[src/rtl/hub75_pkg.sv]
`default_nettype none
// ============================================================================
// Package     : hub75_pkg
// Description : Shared constants for the HUB75 row capture block: default
//               geometry, RGB bit indices and FSM state encoding.
// Revision    : 1.0 - initial release
// ============================================================================
package hub75_pkg;

  localparam int COLS_DEFAULT   = 64;
  localparam int ADDR_W_DEFAULT = 4;
  localparam int RGB_W          = 6;

  // Bit positions inside the {R0,G0,B0,R1,G1,B1} pixel word
  localparam int R0 = 5;
  localparam int G0 = 4;
  localparam int B0 = 3;
  localparam int R1 = 2;
  localparam int G1 = 1;
  localparam int B1 = 0;

  typedef logic [1:0] state_t;
  localparam state_t ST_IDLE   = 2'd0;
  localparam state_t ST_SHIFT  = 2'd1;
  localparam state_t ST_COMMIT = 2'd2;

endpackage
`default_nettype wire

[src/rtl/hub75_in_cond.sv]
`default_nettype none
// ============================================================================
// Module      : hub75_in_cond
// Description : Input conditioning for one panel signal: optional 2-flop
//               synchronizer (HUB75_ROW_CAPTURE_SYNC_EN) and rising-edge detect.
// Revision    : 1.0 - initial release
// ============================================================================
module hub75_in_cond #(
  parameter int W = 1
) (
  input  logic         clk,
  input  logic         rst,
  input  logic [W-1:0] d,
  output logic [W-1:0] q,
  output logic [W-1:0] rise
);

  logic [W-1:0] r_prev;

`ifdef HUB75_ROW_CAPTURE_SYNC_EN
  logic [W-1:0] r_s1;
  logic [W-1:0] r_s2;

  always_ff @(posedge clk or posedge rst) begin
    if (rst) begin
      r_s1 <= '0;
      r_s2 <= '0;
    end else begin
      r_s1 <= d;
      r_s2 <= r_s1;
    end
  end

  assign q = r_s2;
`else
  assign q = d;
`endif

  always_ff @(posedge clk or posedge rst) begin
    if (rst) r_prev <= '0;
    else     r_prev <= q;
  end

  assign rise = q & ~r_prev;

endmodule
`default_nettype wire

[src/rtl/hub75_row_capture.sv]
`default_nettype none
// ============================================================================
// Module      : hub75_row_capture
// Description : Captures one HUB75 row from the panel shift bus into a
//               double buffer; commits on latch when exactly COLS were shifted.
//               Define HUB75_ROW_CAPTURE_SYNC_EN to synchronize all panel inputs.
// Revision    : 1.0 - initial release
// ============================================================================
module hub75_row_capture
  import hub75_pkg::*;
#(
  parameter int COLS   = COLS_DEFAULT,
  parameter int ADDR_W = ADDR_W_DEFAULT
) (
  input  logic                    clk,
  input  logic                    rst,
  input  logic                    hub_sclk,
  input  logic                    hub_lat,
  input  logic                    hub_oe,
  input  logic [ADDR_W-1:0]       hub_addr,
  input  logic [RGB_W-1:0]        hub_rgb,
  input  logic [$clog2(COLS)-1:0] rd_col,
  output logic [RGB_W-1:0]        rd_data,
  output logic                    row_valid,
  output logic [ADDR_W-1:0]       row_addr,
  output logic [$clog2(COLS):0]   col_count,
  output logic                    err_len,
  output logic                    err_oe,
  output logic                    busy
);

  localparam int              CW     = $clog2(COLS);
  localparam int              NW     = CW + 1;
  localparam logic [NW-1:0]   C_COLS = NW'(COLS);
  localparam logic [NW-1:0]   C_SAT  = NW'(COLS + 1);

  logic                w_sclk_rise, w_lat_rise, w_oe;
  logic [ADDR_W-1:0]   w_addr;
  logic [RGB_W-1:0]    w_rgb;
  logic                w_unused_sclk_lvl, w_unused_lat_lvl, w_unused_oe_rise;
  logic [ADDR_W-1:0]   w_unused_addr_rise;
  logic [RGB_W-1:0]    w_unused_rgb_rise;

  hub75_in_cond #(.W(1)) u_cond_sclk (
    .clk(clk), .rst(rst), .d(hub_sclk), .q(w_unused_sclk_lvl), .rise(w_sclk_rise));
  hub75_in_cond #(.W(1)) u_cond_lat (
    .clk(clk), .rst(rst), .d(hub_lat), .q(w_unused_lat_lvl), .rise(w_lat_rise));
  hub75_in_cond #(.W(1)) u_cond_oe (
    .clk(clk), .rst(rst), .d(hub_oe), .q(w_oe), .rise(w_unused_oe_rise));
  hub75_in_cond #(.W(ADDR_W)) u_cond_addr (
    .clk(clk), .rst(rst), .d(hub_addr), .q(w_addr), .rise(w_unused_addr_rise));
  hub75_in_cond #(.W(RGB_W)) u_cond_rgb (
    .clk(clk), .rst(rst), .d(hub_rgb), .q(w_rgb), .rise(w_unused_rgb_rise));

  state_t              r_state, w_state_nxt;
  logic [NW-1:0]       r_col_count, w_cnt_nxt;
  logic [ADDR_W-1:0]   r_lat_addr;
  logic [RGB_W-1:0]    r_shift [COLS];
  logic [RGB_W-1:0]    r_disp  [COLS];
  logic                w_wr_en, w_commit, w_len_err;
  logic [CW-1:0]       w_wr_idx;

  always_ff @(posedge clk or posedge rst) begin
    if (rst) r_state <= ST_IDLE;
    else     r_state <= w_state_nxt;
  end

  // A shift edge coinciding with a latch in IDLE still goes through COMMIT
  // so the pixel is counted before the length check.
  always_comb begin
    w_state_nxt = r_state;
    case (r_state)
      ST_IDLE: begin
        if (w_sclk_rise && w_lat_rise) w_state_nxt = ST_COMMIT;
        else if (w_sclk_rise)          w_state_nxt = ST_SHIFT;
      end
      ST_SHIFT:  if (w_lat_rise) w_state_nxt = ST_COMMIT;
      ST_COMMIT: w_state_nxt = w_sclk_rise ? ST_SHIFT : ST_IDLE;
      default:   w_state_nxt = ST_IDLE;
    endcase
  end

  always_comb begin
    w_wr_en   = 1'b0;
    w_wr_idx  = '0;
    w_cnt_nxt = r_col_count;
    w_commit  = 1'b0;
    w_len_err = 1'b0;
    case (r_state)
      ST_COMMIT: begin
        w_commit  = (r_col_count == C_COLS);
        w_len_err = (r_col_count != C_COLS);
        w_cnt_nxt = '0;
        if (w_sclk_rise) begin
          w_wr_en   = 1'b1;
          w_cnt_nxt = NW'(1);
        end
      end
      default: begin
        if (w_sclk_rise) begin
          if (r_col_count < C_COLS) begin
            w_wr_en  = 1'b1;
            w_wr_idx = r_col_count[CW-1:0];
          end
          if (r_col_count != C_SAT) w_cnt_nxt = r_col_count + NW'(1);
        end
        if ((r_state == ST_IDLE) && w_lat_rise && !w_sclk_rise) w_len_err = 1'b1;
      end
    endcase
  end

  always_ff @(posedge clk or posedge rst) begin
    if (rst) begin
      r_col_count <= '0;
      r_lat_addr  <= '0;
      row_addr    <= '0;
      row_valid   <= 1'b0;
      err_len     <= 1'b0;
      err_oe      <= 1'b0;
      for (int i = 0; i < COLS; i++) begin
        r_shift[i] <= '0;
        r_disp[i]  <= '0;
      end
    end else begin
      r_col_count <= w_cnt_nxt;
      row_valid   <= w_commit;
      err_len     <= w_len_err;
      err_oe      <= w_sclk_rise & ~w_oe;
      if (w_lat_rise) r_lat_addr <= w_addr;
      if (w_wr_en)    r_shift[w_wr_idx] <= w_rgb;
      if (w_commit) begin
        r_disp   <= r_shift;
        row_addr <= r_lat_addr;
      end
    end
  end

  // Reads see the display buffer before any commit on the same edge
  always_ff @(posedge clk or posedge rst) begin
    if (rst)                        rd_data <= '0;
    else if ({1'b0, rd_col} < C_COLS) rd_data <= r_disp[rd_col];
    else                            rd_data <= '0;
  end

  assign col_count = r_col_count;
  assign busy      = (r_state == ST_SHIFT) || (r_state == ST_COMMIT);

endmodule
`default_nettype wire
[config.mk]
export PLATFORM = sky130hd
export DESIGN_NAME = hub75_row_capture
export DESIGN_NICKNAME = d
export VERILOG_FILES = /design/src/rtl/hub75_pkg.sv /design/src/rtl/hub75_in_cond.sv /design/src/rtl/hub75_row_capture.sv
export SDC_FILE = /design/constraint.sdc
export NUM_CORES = 2
export LEC_CHECK = 0
export ABC_AREA = 1
export BUFFER_PORTS_ARGS = -buffer_cell sky130_fd_sc_hd__clkbuf_2
export CAP_MARGIN = 10
export CORE_ASPECT_RATIO = 1.75
export CORE_UTILIZATION = 39
export DETAILED_ROUTE_END_ITERATION = 12
export SETUP_SLACK_MARGIN = 0.02
export SYNTH_ARGS = -nofsm -noshare
export SYNTH_HDL_FRONTEND = slang
export SYNTH_SLANG_ARGS = --single-unit
export TNS_END_PERCENT = 20
[constraint.sdc]
create_clock -name clk -period 30.2 [get_ports clk]
set_input_delay 4.53 -clock clk [delete_from_list [all_inputs] [get_ports clk]]
set_output_delay 4.53 -clock clk [all_outputs]
set_load 0.03 [all_outputs]
==> results.ini <==
[grt]
antenna_found_initial=1
overflow=0
first_global_vias=25190
grt_usage_pct=21.75
grt_pass1_wl_um=146800
grt_max_degree=201

[floorplanning]
die_h_um=388.9
initial_utilization_pct=39.48
fp.coreArea_um2=84500
placementRows=141
ios=42
die_x_um=223.1
dieArea_um2=86770

[clock_network]
cts_made_buffers=72
clock_latency_ns=0.65
cts_setup_buffers=0
cts.repair.resized=0
clkTransAtPathRegs_ns=0.07
cts.sinks=796
clockBufferDepth=3
root_buffer=clkbuf_16
cts_tree=yes
hold_buffers=0
htreeDepth=3

[layout]
final_common_cell=nand2_1
diodes=0
multi_input_area_um2=12110
fillers=8464
seq_area_um2=19920
syn_to_final_growth_pct=9.023
final_cell_mix=nand2_1 (2092), dfrtp_1 (796), nand3_1 (329), o21ai_1 (229), o21ai_0 (167)
drive_above_1_share_pct=5.828
nNetsFinal=3907

[logic_synthesis]
syn_nets=4028
synth_xor_area_share_pct=0.05250
ys_types=31
netlist.area_leader.share_pct=59.70
synth_compound_area_share_pct=6.390
yosysSeqAreaShare_pct=59.70
synthAdderAreaFrac_pct=0.2625
syn_area_per_cell_um2=8.341
netlist_area_um2=33360
synthCells=4000
ys_seq_elements=796
synthTopCellsByArea=dfrtp_1 (60%), nand2_1 (24%), nand3_1 (4.9%), o21ai_1 (3.4%), o21ai_0 (2.5%)
synth_top_family_by_area=simple AND/OR/NAND/NOR gates
yosysWarnings=0
synth_mux_area_share_pct=0
synth_area_leader_cell=dfrtp_1
synthSimpleGateAreaFrac_pct=29.58

[drt]
drc=0
initialDrtViolationCount=1845
via_count=25620
routedWlPerCell_um=18.32
drt-total-wl_um=91620
postRouteAntennaNets=0
via_per_inst=5.122
firstDrtPassIters=5

[critical_path]
slowest_stage=buf_4
cp_common_cell=buf_4
worstPathMaxFanout=136
cp_slowest_stage_delay_ns=0.85
crit_arrival_ns=8.86
worstPathRequired_ns=30.83
path_buf_inv=6
critPathTopFamily=buffers and inverters
worstSetupPathType=primary input to async pin
crit_path_cell_trace=clkbuf_2 -> inv_8 -> buf_4 -> buf_4 -> buf_4 -> buf_4
endpoint_kind=async pin
startpoint_type=primary input

[sta]
hold_violations=0
rsz0062_at_grt=false
fmax_mhz=121.4
setup_viol=0
finalCritPeriodShare_pct=27.26
fin_tns_setup_ns=0
slew_viol_final=0
slew_headroom_pct=24.47
skew_ns=0.02419
min_period_ns=8.234
worst-slew-pin-transition_ns=1.133

[flow_run]
maxCapViolations=0

[power]
powerDensity_nw_per_um2=60.72
finalPower_uw=2209
power_leakage_uw=0.01836
ir_drop_mv=0.03743

[place]
dp_hpwl_um=51730
portBuffers=41
place_congestion=0.8094

[run_status]
status=complete, no violations

[min_path]
hold_class=flip-flop to flip-flop

## cell families (layout without fill, tap and decap cells)
kind of cell             Yosys count  count (layout)
AND/OR/NAND/NOR                 2465            2465
AO/OA/AOI/OAI                    415             415
adder cells (fa/ha/maj)            7               7
XOR/XNOR                           2               2
flip-flops                       796             796
buffers and inverters            315             244
## through the flow
stage	utilization (%)	hold WS, ns	area (µm²)	std cells	setup WS, ns
3_5_place_dp	40.28	0.4510	34040	4877	21.08
6_report	43.04	0.4621	36370	5001	21.97
3_3_place_gp	40.28	0.4480	34040	4877	21.13
5_1_grt	43.04	0.4797	36370	5001	21.19
4_1_cts	43.04	0.4586	36370	5001	21.77
2_1_floorplan	-	0.4422	33360	4000	3.318
## routing by layer
layer	track usage, %	wire length, µm	vias up
li1	-	-	12380
met1	26.82	37700	12520
met2	38.24	46750	553
met3	2.850	3908	156
met4	8.878	3252	2
met5	0	10	-
## cell usage after synthesis
cell type  instances
nand2_1         2092
dfrtp_1          796
nand3_1          329
o21ai_1          229
o21ai_0          167
clkbuf_1         135
buf_2            114
inv_1             43
buf_1             15
o21ai_2           12
nand4_1            8
nor2_1             8
ha_1               7
nor2_4             7
buf_4              4
nand2_2            4
nor2_2             4
nor3_1             4
nor3_4             4
inv_2              3
a21oi_1            2
nand3_4            2
o22ai_1            2
o31ai_1            2
a22oi_1            1
clkinv_1           1
nand2_4            1
nand3_2            1
nor3b_4            1
xnor2_1            1
xor2_1             1
## state kept, by name, indices dropped and copies added (netlist names)
register            count
r_state                 2
u_cond_sclk.r_prev      1
row_addr                4
col_count               7
rd_data                 6
err_len                 1
r_shift               384
u_cond_lat.r_prev       1
r_disp                384
r_lat_addr              4
row_valid               1
err_oe                  1
## area by class of cell
cell class | instances | area share (%)
flip-flops and latches | 796 | 54.76
multi-input cells | 2889 | 33.28
clock buffers | 111 | 6.088
well taps | 1072 | 3.687
repair buffers | 73 | 1.283
inverters | 47 | 0.5641
clock inverters | 13 | 0.3371
## power by group
group,internal [µW],switching (µW),leakage [µW]
clock network,522,407,0.00116
logic,36.6,124,0.00615
registers,1100,21.8,0.0111
## worst min-delay path: cells and delay by family, from the launching register on
kind / cells / cell delay (ns)
simple gates: 2 / 0.09
flops: 1 / 0.35
## path summary, 6_finish.rpt
check / slack [ns] / endpoint / cells past startpoint / startpoint
max: 21.97 / r_shift[258]$_DFFE_PP0P_ / 6 / rst
min: 0.46 / r_disp[284]$_DFFE_PP0P_ / 2 / r_shift[284]$_DFFE_PP0P_
max reg2reg: 26.79 / r_disp[353]$_DFFE_PP0P_ / 7 / r_state[0]$_DFFE_PP0P_
min reg2reg: 0.46 / r_disp[284]$_DFFE_PP0P_ / 2 / r_shift[284]$_DFFE_PP0P_
max in group clk: 23.24 / rd_data[4]$_DFF_PP0_ / 10 / rd_col[1]
min in group asynchronous: 4.03 / r_shift[325]$_DFFE_PP0P_ / 2 / rst
(Power assumes the default switching activity.)
